<file path="config.mk">
export PLATFORM = sky130hd
export DESIGN_NAME = i2c_slave_flat
export DESIGN_NICKNAME = d
export VERILOG_FILES = /design/src/rtl/i2c_slave_if.sv /design/src/rtl/i2c_slave.sv /design/src/flat_wrapper.sv
export SDC_FILE = /design/constraint.sdc
export NUM_CORES = 1
export LEC_CHECK = 0
export ABC_AREA = 0
export BUFFER_PORTS_ARGS = -buffer_cell sky130_fd_sc_hd__buf_4
export CORE_MARGIN = 2
export CORE_UTILIZATION = 57
export DETAILED_ROUTE_END_ITERATION = 7
export PLACE_DENSITY_LB_ADDON = 0.08
export SYNTH_ARGS = -nofsm -noshare
export SYNTH_HDL_FRONTEND = slang
export SYNTH_SLANG_ARGS = --single-unit
</file>
<file path="constraint.sdc">
create_clock -name clk -period 2.2 [get_ports clk]
set_input_delay 0.11 -clock clk [delete_from_list [all_inputs] [get_ports clk]]
set_output_delay 0.11 -clock clk [all_outputs]
set_load 0.02 [all_outputs]
</file>
<file path="src/rtl/i2c_slave_if.sv">
// rtl/i2c_slave_if.sv - I2C target bus pins and user byte interface
// Groups the open-drain bus lines with the receive/transmit byte handshakes.
interface i2c_slave_if;
  logic       i2c_scl_in;
  logic       i2c_sda_in;
  logic       i2c_sda_enable;
  logic [7:0] rx_data_o;
  logic       rx_valid_o;
  logic [7:0] tx_data_i;
  logic       tx_req_o;
  logic       busy_o;

  modport slave (
    input  i2c_scl_in, i2c_sda_in, tx_data_i,
    output i2c_sda_enable, rx_data_o, rx_valid_o, tx_req_o, busy_o
  );

  modport master (
    output i2c_scl_in, i2c_sda_in, tx_data_i,
    input  i2c_sda_enable, rx_data_o, rx_valid_o, tx_req_o, busy_o
  );
endinterface

</file>
<file path="src/rtl/i2c_slave.sv">
// rtl/i2c_slave.sv - oversampling I2C target with single 7-bit address
// Bits are sampled on synced SCL rise; SDA is only changed on synced SCL fall.
module i2c_slave #(
  parameter logic [6:0] SLAVE_ADDR = 7'h50
) (
  input  logic       clk,
  input  logic       rst,
  i2c_slave_if.slave bus
);
  typedef enum logic [2:0] {
    IDLE, ADDR, ACK_ADDR, RX_DATA, ACK_RX, TX_DATA, ACK_TX, WAIT_STOP
  } state_e;

  state_e     state_q, state_d;
  logic       scl_s1_q, scl_s2_q, scl_prev_q;
  logic       sda_s1_q, sda_s2_q, sda_prev_q;
  logic [7:0] shift_q, shift_d;
  logic [2:0] cnt_q, cnt_d;
  logic       full_q, full_d;
  logic       rw_q, rw_d;
  logic       sda_en_q, sda_en_d;
  logic [7:0] rx_data_q, rx_data_d;
  logic       rx_valid_q, rx_valid_d;
  logic       busy_q, busy_d;
  logic       load_tx;
  logic       scl_rise, scl_fall, start_det, stop_det, addr_match;

  assign scl_rise   = scl_s2_q & ~scl_prev_q;
  assign scl_fall   = ~scl_s2_q & scl_prev_q;
  assign start_det  = ~sda_s2_q & sda_prev_q & scl_s2_q;
  assign stop_det   = sda_s2_q & ~sda_prev_q & scl_s2_q;
  // Address 0 (general call) never matches, whatever SLAVE_ADDR is.
  assign addr_match = (shift_q[7:1] == SLAVE_ADDR) && (shift_q[7:1] != 7'd0);

  always_ff @(posedge clk) begin
    if (rst) begin
      state_q    <= IDLE;
      scl_s1_q   <= 1'b1;
      scl_s2_q   <= 1'b1;
      scl_prev_q <= 1'b1;
      sda_s1_q   <= 1'b1;
      sda_s2_q   <= 1'b1;
      sda_prev_q <= 1'b1;
      shift_q    <= '0;
      cnt_q      <= '0;
      full_q     <= 1'b0;
      rw_q       <= 1'b0;
      sda_en_q   <= 1'b0;
      rx_data_q  <= '0;
      rx_valid_q <= 1'b0;
      busy_q     <= 1'b0;
    end else begin
      state_q    <= state_d;
      scl_s1_q   <= bus.i2c_scl_in;
      scl_s2_q   <= scl_s1_q;
      scl_prev_q <= scl_s2_q;
      sda_s1_q   <= bus.i2c_sda_in;
      sda_s2_q   <= sda_s1_q;
      sda_prev_q <= sda_s2_q;
      shift_q    <= shift_d;
      cnt_q      <= cnt_d;
      full_q     <= full_d;
      rw_q       <= rw_d;
      sda_en_q   <= sda_en_d;
      rx_data_q  <= rx_data_d;
      rx_valid_q <= rx_valid_d;
      busy_q     <= busy_d;
    end
  end

  always_comb begin
    state_d    = state_q;
    shift_d    = shift_q;
    cnt_d      = cnt_q;
    full_d     = full_q;
    rw_d       = rw_q;
    sda_en_d   = sda_en_q;
    rx_data_d  = rx_data_q;
    rx_valid_d = 1'b0;
    busy_d     = busy_q;
    load_tx    = 1'b0;
    if (start_det) begin
      state_d  = ADDR;
      shift_d  = '0;
      cnt_d    = 3'd7;
      full_d   = 1'b0;
      sda_en_d = 1'b0;
      busy_d   = 1'b0;
    end else if (stop_det) begin
      state_d  = IDLE;
      full_d   = 1'b0;
      sda_en_d = 1'b0;
      busy_d   = 1'b0;
    end else begin
      case (state_q)
        // full_q marks that all 8 bits are in; the byte is acted on at the next fall.
        ADDR, RX_DATA: begin
          if (scl_rise) begin
            shift_d = {shift_q[6:0], sda_s2_q};
            if (cnt_q == 3'd0) full_d = 1'b1;
            else               cnt_d  = cnt_q - 3'd1;
          end else if (scl_fall && full_q) begin
            full_d = 1'b0;
            if (state_q == RX_DATA) begin
              rx_data_d  = shift_q;
              rx_valid_d = 1'b1;
              sda_en_d   = 1'b1;
              state_d    = ACK_RX;
            end else if (addr_match) begin
              rw_d     = shift_q[0];
              sda_en_d = 1'b1;
              busy_d   = 1'b1;
              state_d  = ACK_ADDR;
            end else begin
              state_d = WAIT_STOP;
            end
          end
        end
        ACK_ADDR: if (scl_fall) begin
          sda_en_d = 1'b0;
          if (rw_q) begin
            load_tx = 1'b1;
          end else begin
            state_d = RX_DATA;
            cnt_d   = 3'd7;
            full_d  = 1'b0;
          end
        end
        ACK_RX: if (scl_fall) begin
          sda_en_d = 1'b0;
          state_d  = RX_DATA;
          cnt_d    = 3'd7;
          full_d   = 1'b0;
        end
        TX_DATA: if (scl_fall) begin
          if (cnt_q == 3'd0) begin
            sda_en_d = 1'b0;
            full_d   = 1'b0;
            state_d  = ACK_TX;
          end else begin
            cnt_d    = cnt_q - 3'd1;
            shift_d  = {shift_q[6:0], 1'b0};
            sda_en_d = ~shift_q[6];
          end
        end
        // full_q here records a master ACK awaiting the following fall.
        ACK_TX: begin
          if (scl_rise) begin
            if (sda_s2_q) begin
              state_d = WAIT_STOP;
              busy_d  = 1'b0;
            end else begin
              full_d = 1'b1;
            end
          end else if (scl_fall && full_q) begin
            load_tx = 1'b1;
          end
        end
        default: ;
      endcase
      if (load_tx) begin
        shift_d  = bus.tx_data_i;
        sda_en_d = ~bus.tx_data_i[7];
        cnt_d    = 3'd7;
        full_d   = 1'b0;
        state_d  = TX_DATA;
      end
    end
  end

  assign bus.i2c_sda_enable = sda_en_q;
  assign bus.rx_data_o      = rx_data_q;
  assign bus.rx_valid_o     = rx_valid_q;
  assign bus.tx_req_o       = load_tx;
  assign bus.busy_o         = busy_q;
endmodule
</file>
<file path="src/flat_wrapper.sv">
// flat-port wrapper written by rule: the top's interface ports become plain ports
module i2c_slave_flat 
#(
  parameter logic [6:0] SLAVE_ADDR = 7'h50
)
  (clk, rst, bus_i2c_scl_in, bus_i2c_sda_in, bus_tx_data_i, bus_i2c_sda_enable, bus_rx_data_o, bus_rx_valid_o, bus_tx_req_o, bus_busy_o);
  i2c_slave_if bus_i ();
  input  logic clk;
  input  logic rst;
  input wire logic [$bits(bus_i.i2c_scl_in)-1:0] bus_i2c_scl_in;
  input wire logic [$bits(bus_i.i2c_sda_in)-1:0] bus_i2c_sda_in;
  input wire logic [$bits(bus_i.tx_data_i)-1:0] bus_tx_data_i;
  output wire logic [$bits(bus_i.i2c_sda_enable)-1:0] bus_i2c_sda_enable;
  output wire logic [$bits(bus_i.rx_data_o)-1:0] bus_rx_data_o;
  output wire logic [$bits(bus_i.rx_valid_o)-1:0] bus_rx_valid_o;
  output wire logic [$bits(bus_i.tx_req_o)-1:0] bus_tx_req_o;
  output wire logic [$bits(bus_i.busy_o)-1:0] bus_busy_o;
  assign bus_i.i2c_scl_in = bus_i2c_scl_in;
  assign bus_i.i2c_sda_in = bus_i2c_sda_in;
  assign bus_i.tx_data_i = bus_tx_data_i;
  assign bus_i2c_sda_enable = bus_i.i2c_sda_enable;
  assign bus_rx_data_o = bus_i.rx_data_o;
  assign bus_rx_valid_o = bus_i.rx_valid_o;
  assign bus_tx_req_o = bus_i.tx_req_o;
  assign bus_busy_o = bus_i.busy_o;
  i2c_slave #(.SLAVE_ADDR(SLAVE_ADDR)) u_core (.clk(clk), .rst(rst), .bus(bus_i));
endmodule
</file>
==> flow_metrics.tcl <==
set metrics [dict create \
    status "finished clean" \
    grt_use_met2_pct 45.08 \
    grt_util_met1_pct 32.85 \
    multi_input_area_um2 1210 \
    synth_ff_type "dfxtp_1" \
    firstDrtPassIters 4 \
    final-setup-viol-count 0 \
    syn2layout_area_growth_pct 16.71 \
    ys_top_cells_by_count "dfxtp_1, nand2_1, mux2i_1" \
    cp-start-kind "register" \
    place_hpwl_um 3687 \
    port_buffers 23 \
    worstPathArrival_ns 2.25 \
    diodes 0 \
    io_pins 24 \
    r2r_slack_ns 0.22 \
    drv_cap 0 \
    yosys_warnings 0 \
    nNetsFinal 277 \
    start_util_pct 59.24 \
    crit_fanout 12 \
    cp_data_required_time_ns 2.47 \
    skew_ns 0.009330 \
    clock_latency_ns 0.34 \
    crit_type "reg -> reg" \
    nFillCells 280 \
    grt_pass1_wl_um 8266 \
    drive_above_1_share_pct 25.86 \
    yosysTopAreaCell "dfxtp_1" \
    vias 1812 \
    postRouteAntennaNets 0 \
    numClockSinks 33 \
    gp_congestion 0.9168 \
    postCtsHoldBufs 2 \
    wl_um 4821 \
    cts_buffers 5 \
    h-tree-depth 2 \
    grt-ovfl-total 0 \
    r2r_cells 6 \
    hold_viol 0 \
    synth_edf_count 0 \
    finalSetupTns_ns 0 \
    syn_avg_cell_area_um2 8.595 \
    fp.dieH_um 62.89 \
    min-delay-start "rst" \
    grt_max_degree 23 \
    cts_tree "built" \
    clockBufferDepth 2 \
    fp.dieW_um 62.89 \
    clkTransAtPathRegs_ns 0.11 \
    synth_cells 230 \
    leakage_nw 0.9823 \
    yosysMostFrequentCell "dfxtp_1" \
    rr_startpoint "u_core.state_q[2]$_SDFFE_PP0P_" \
    hold_path_depth 2 \
    cp-end-kind "register" \
    regArea_um2 660.6 \
    min_to "u_core.bus.rx_data_o[2]$_SDFFE_PP0P_" \
    tightest_slew_ns 0.9333 \
    cts_resized 0 \
    yosysTopAreaCellShare_pct 33.42 \
    rsz0062_at_grt "no" \
    post_cts_buffers 0 \
    drc_errors 0 \
    ir_drop_mv 0.4064 \
    syn-cell-area_um2 1977 \
    fin_crit_sh_pct 90.20 \
    antenna_found_initial 0 \
    grt_pass1_vias 1772 \
    cts_root_buf "clkbuf_4" \
    total_power_mw 1.153 \
    slew_headroom_pct 37.65 \
    wl_per_cell_um 15.60 \
    max_freq_mhz 503.9 \
    slew_violations 0 \
    dieArea_um2 3955 \
    use_met3_pct 6.486 \
    synthArstFlopShare_pct 0 \
    hold_class "in -> reg" \
    worstReg2RegEnd "u_core.shift_q[4]$_SDFFE_PP0P_" \
    rows 21 \
    grtUsageTotal_pct 26.57 \
    ys_seq_elements 33 \
    hold_ws_ns 0.1080 \
    yosysSeqAreaShare_pct 33.42 \
    pre_cts_slack_ns 0.2551 \
    drt_iter0_drc 115 \
    core-area_um2 3337 \
    synthTopCellsByArea "dfxtp_1, mux2i_1, nand2_1" \
    syn-num-nets 244 \
    layout_setup_ws_ns 0.2156 \
    finalCriticalPeriod_ns 1.984 \
    grt.busiest_layer "met2" \
    vias_per_cell 5.864 \
    p_per_area_nw_per_um2 499.8 \
    yosysUniqueCellTypes 57 \
]
## state kept, by name, summed over array words and instances (netlist names)
register and count:
u_core.state_q 3, u_core.scl_s2_q 1, u_core.cnt_q 3, u_core.scl_prev_q 1
u_core.scl_s1_q 1, u_core.sda_prev_q 1, u_core.rw_q 1, u_core.full_q 1
u_core.bus.i2c_sda_enable 1, u_core.sda_s1_q 1, u_core.bus.rx_valid_o 1, u_core.bus.busy_o 1
u_core.bus.rx_data_o 8, u_core.sda_s2_q 1, u_core.shift_q 8
## layout by cell type, fill, tap and decap left out, types with 3 or more instances in the layout
master,n
a211oi_1,3
a21oi_1,14
a31oi_1,3
and2_1,3
and3_1,4
buf_4,36
clkbuf_4,5
dfxtp_1,33
inv_1,7
mux2_2,8
mux2i_1,19
nand2_1,29
nand2b_1,9
nand3_1,5
nor2_1,12
nor2b_1,5
nor3_1,3
o21ai_0,8
o22ai_1,3
or2_2,7
## final cells by class
type                    count  area share (%)
inverters                   8           1.302
clock buffers               6           2.223
repair buffers             38           12.58
well taps                  46           2.495
multi-input cells         177           52.44
clock inverters             1          0.3254
flip-flops and latches     33           28.63
## logic make-up (layout without fill, tap and decap cells)
logic type	count (synthesis)	count (layout)	synth area share [%]
mux	28	28	14.94
simple gates	94	94	26.71
flops	33	33	33.42
xor+xnor	2	2	0.8862
fa+ha+maj	2	2	1.266
compound gates	51	51	17.41
buf+inv	20	53	5.380
## per-layer routing
| metal | part of all wire, % | vias up | wire length [µm] |
|---|---|---|---|
| met4 | 1.8 | 0 | 85 |
| met5 | 0 | - | 0 |
| met1 | 45 | 856 | 2159 |
| met3 | 5.3 | 10 | 256 |
| li1 | - | 886 | - |
| met2 | 48 | 60 | 2319 |
## where the power goes
part	internal, mW	switching, mW	total [mW]
combinational	0.0784	0.0868	0.165
sequential	0.611	0.0165	0.628
clock	0.150	0.210	0.360
total	0.839	0.314	1.15
## metrics by stage
step | instance area (µm²) | cells | util (%)
detailed placement | 2228 | 300 | 66.78
CTS | 2307 | 309 | 69.14
floorplan | 1977 | 230 | -
global placement | 2228 | 300 | 66.78
finish | 2307 | 309 | 69.14
global route | 2307 | 309 | 69.14
## worst max-delay path, stage by stage (launching register included)
cell and delay (ns):
dfxtp_1 0.60, mux2_4 0.26, nand2_4 0.07, inv_2 0.19, a21oi_1 0.10, nor2_2 0.44
mux2i_1 0.25
## worst max path at each step
stage	start	endpoint	slack, ns
3_5_place_dp	u_core.cnt_q[0]$_SDFFE_PP0P_	u_core.shift_q[4]$_SDFFE_PP0P_	0.26
4_1_cts	u_core.state_q[2]$_SDFFE_PP0P_	u_core.shift_q[4]$_SDFFE_PP0P_	0.23
5_1_grt	u_core.cnt_q[0]$_SDFFE_PP0P_	u_core.shift_q[7]$_SDFFE_PP0P_	0.03
6_report	u_core.state_q[2]$_SDFFE_PP0P_	u_core.shift_q[4]$_SDFFE_PP0P_	0.22
3_3_place_gp	u_core.state_q[2]$_SDFFE_PP0P_	u_core.cnt_q[1]$_SDFFE_PP0P_	0.28
2_1_floorplan	u_core.cnt_q[0]$_SDFFE_PP0P_	u_core.cnt_q[1]$_SDFFE_PP0P_	0.51
Note: power is estimated with default switching activity, not from simulation.
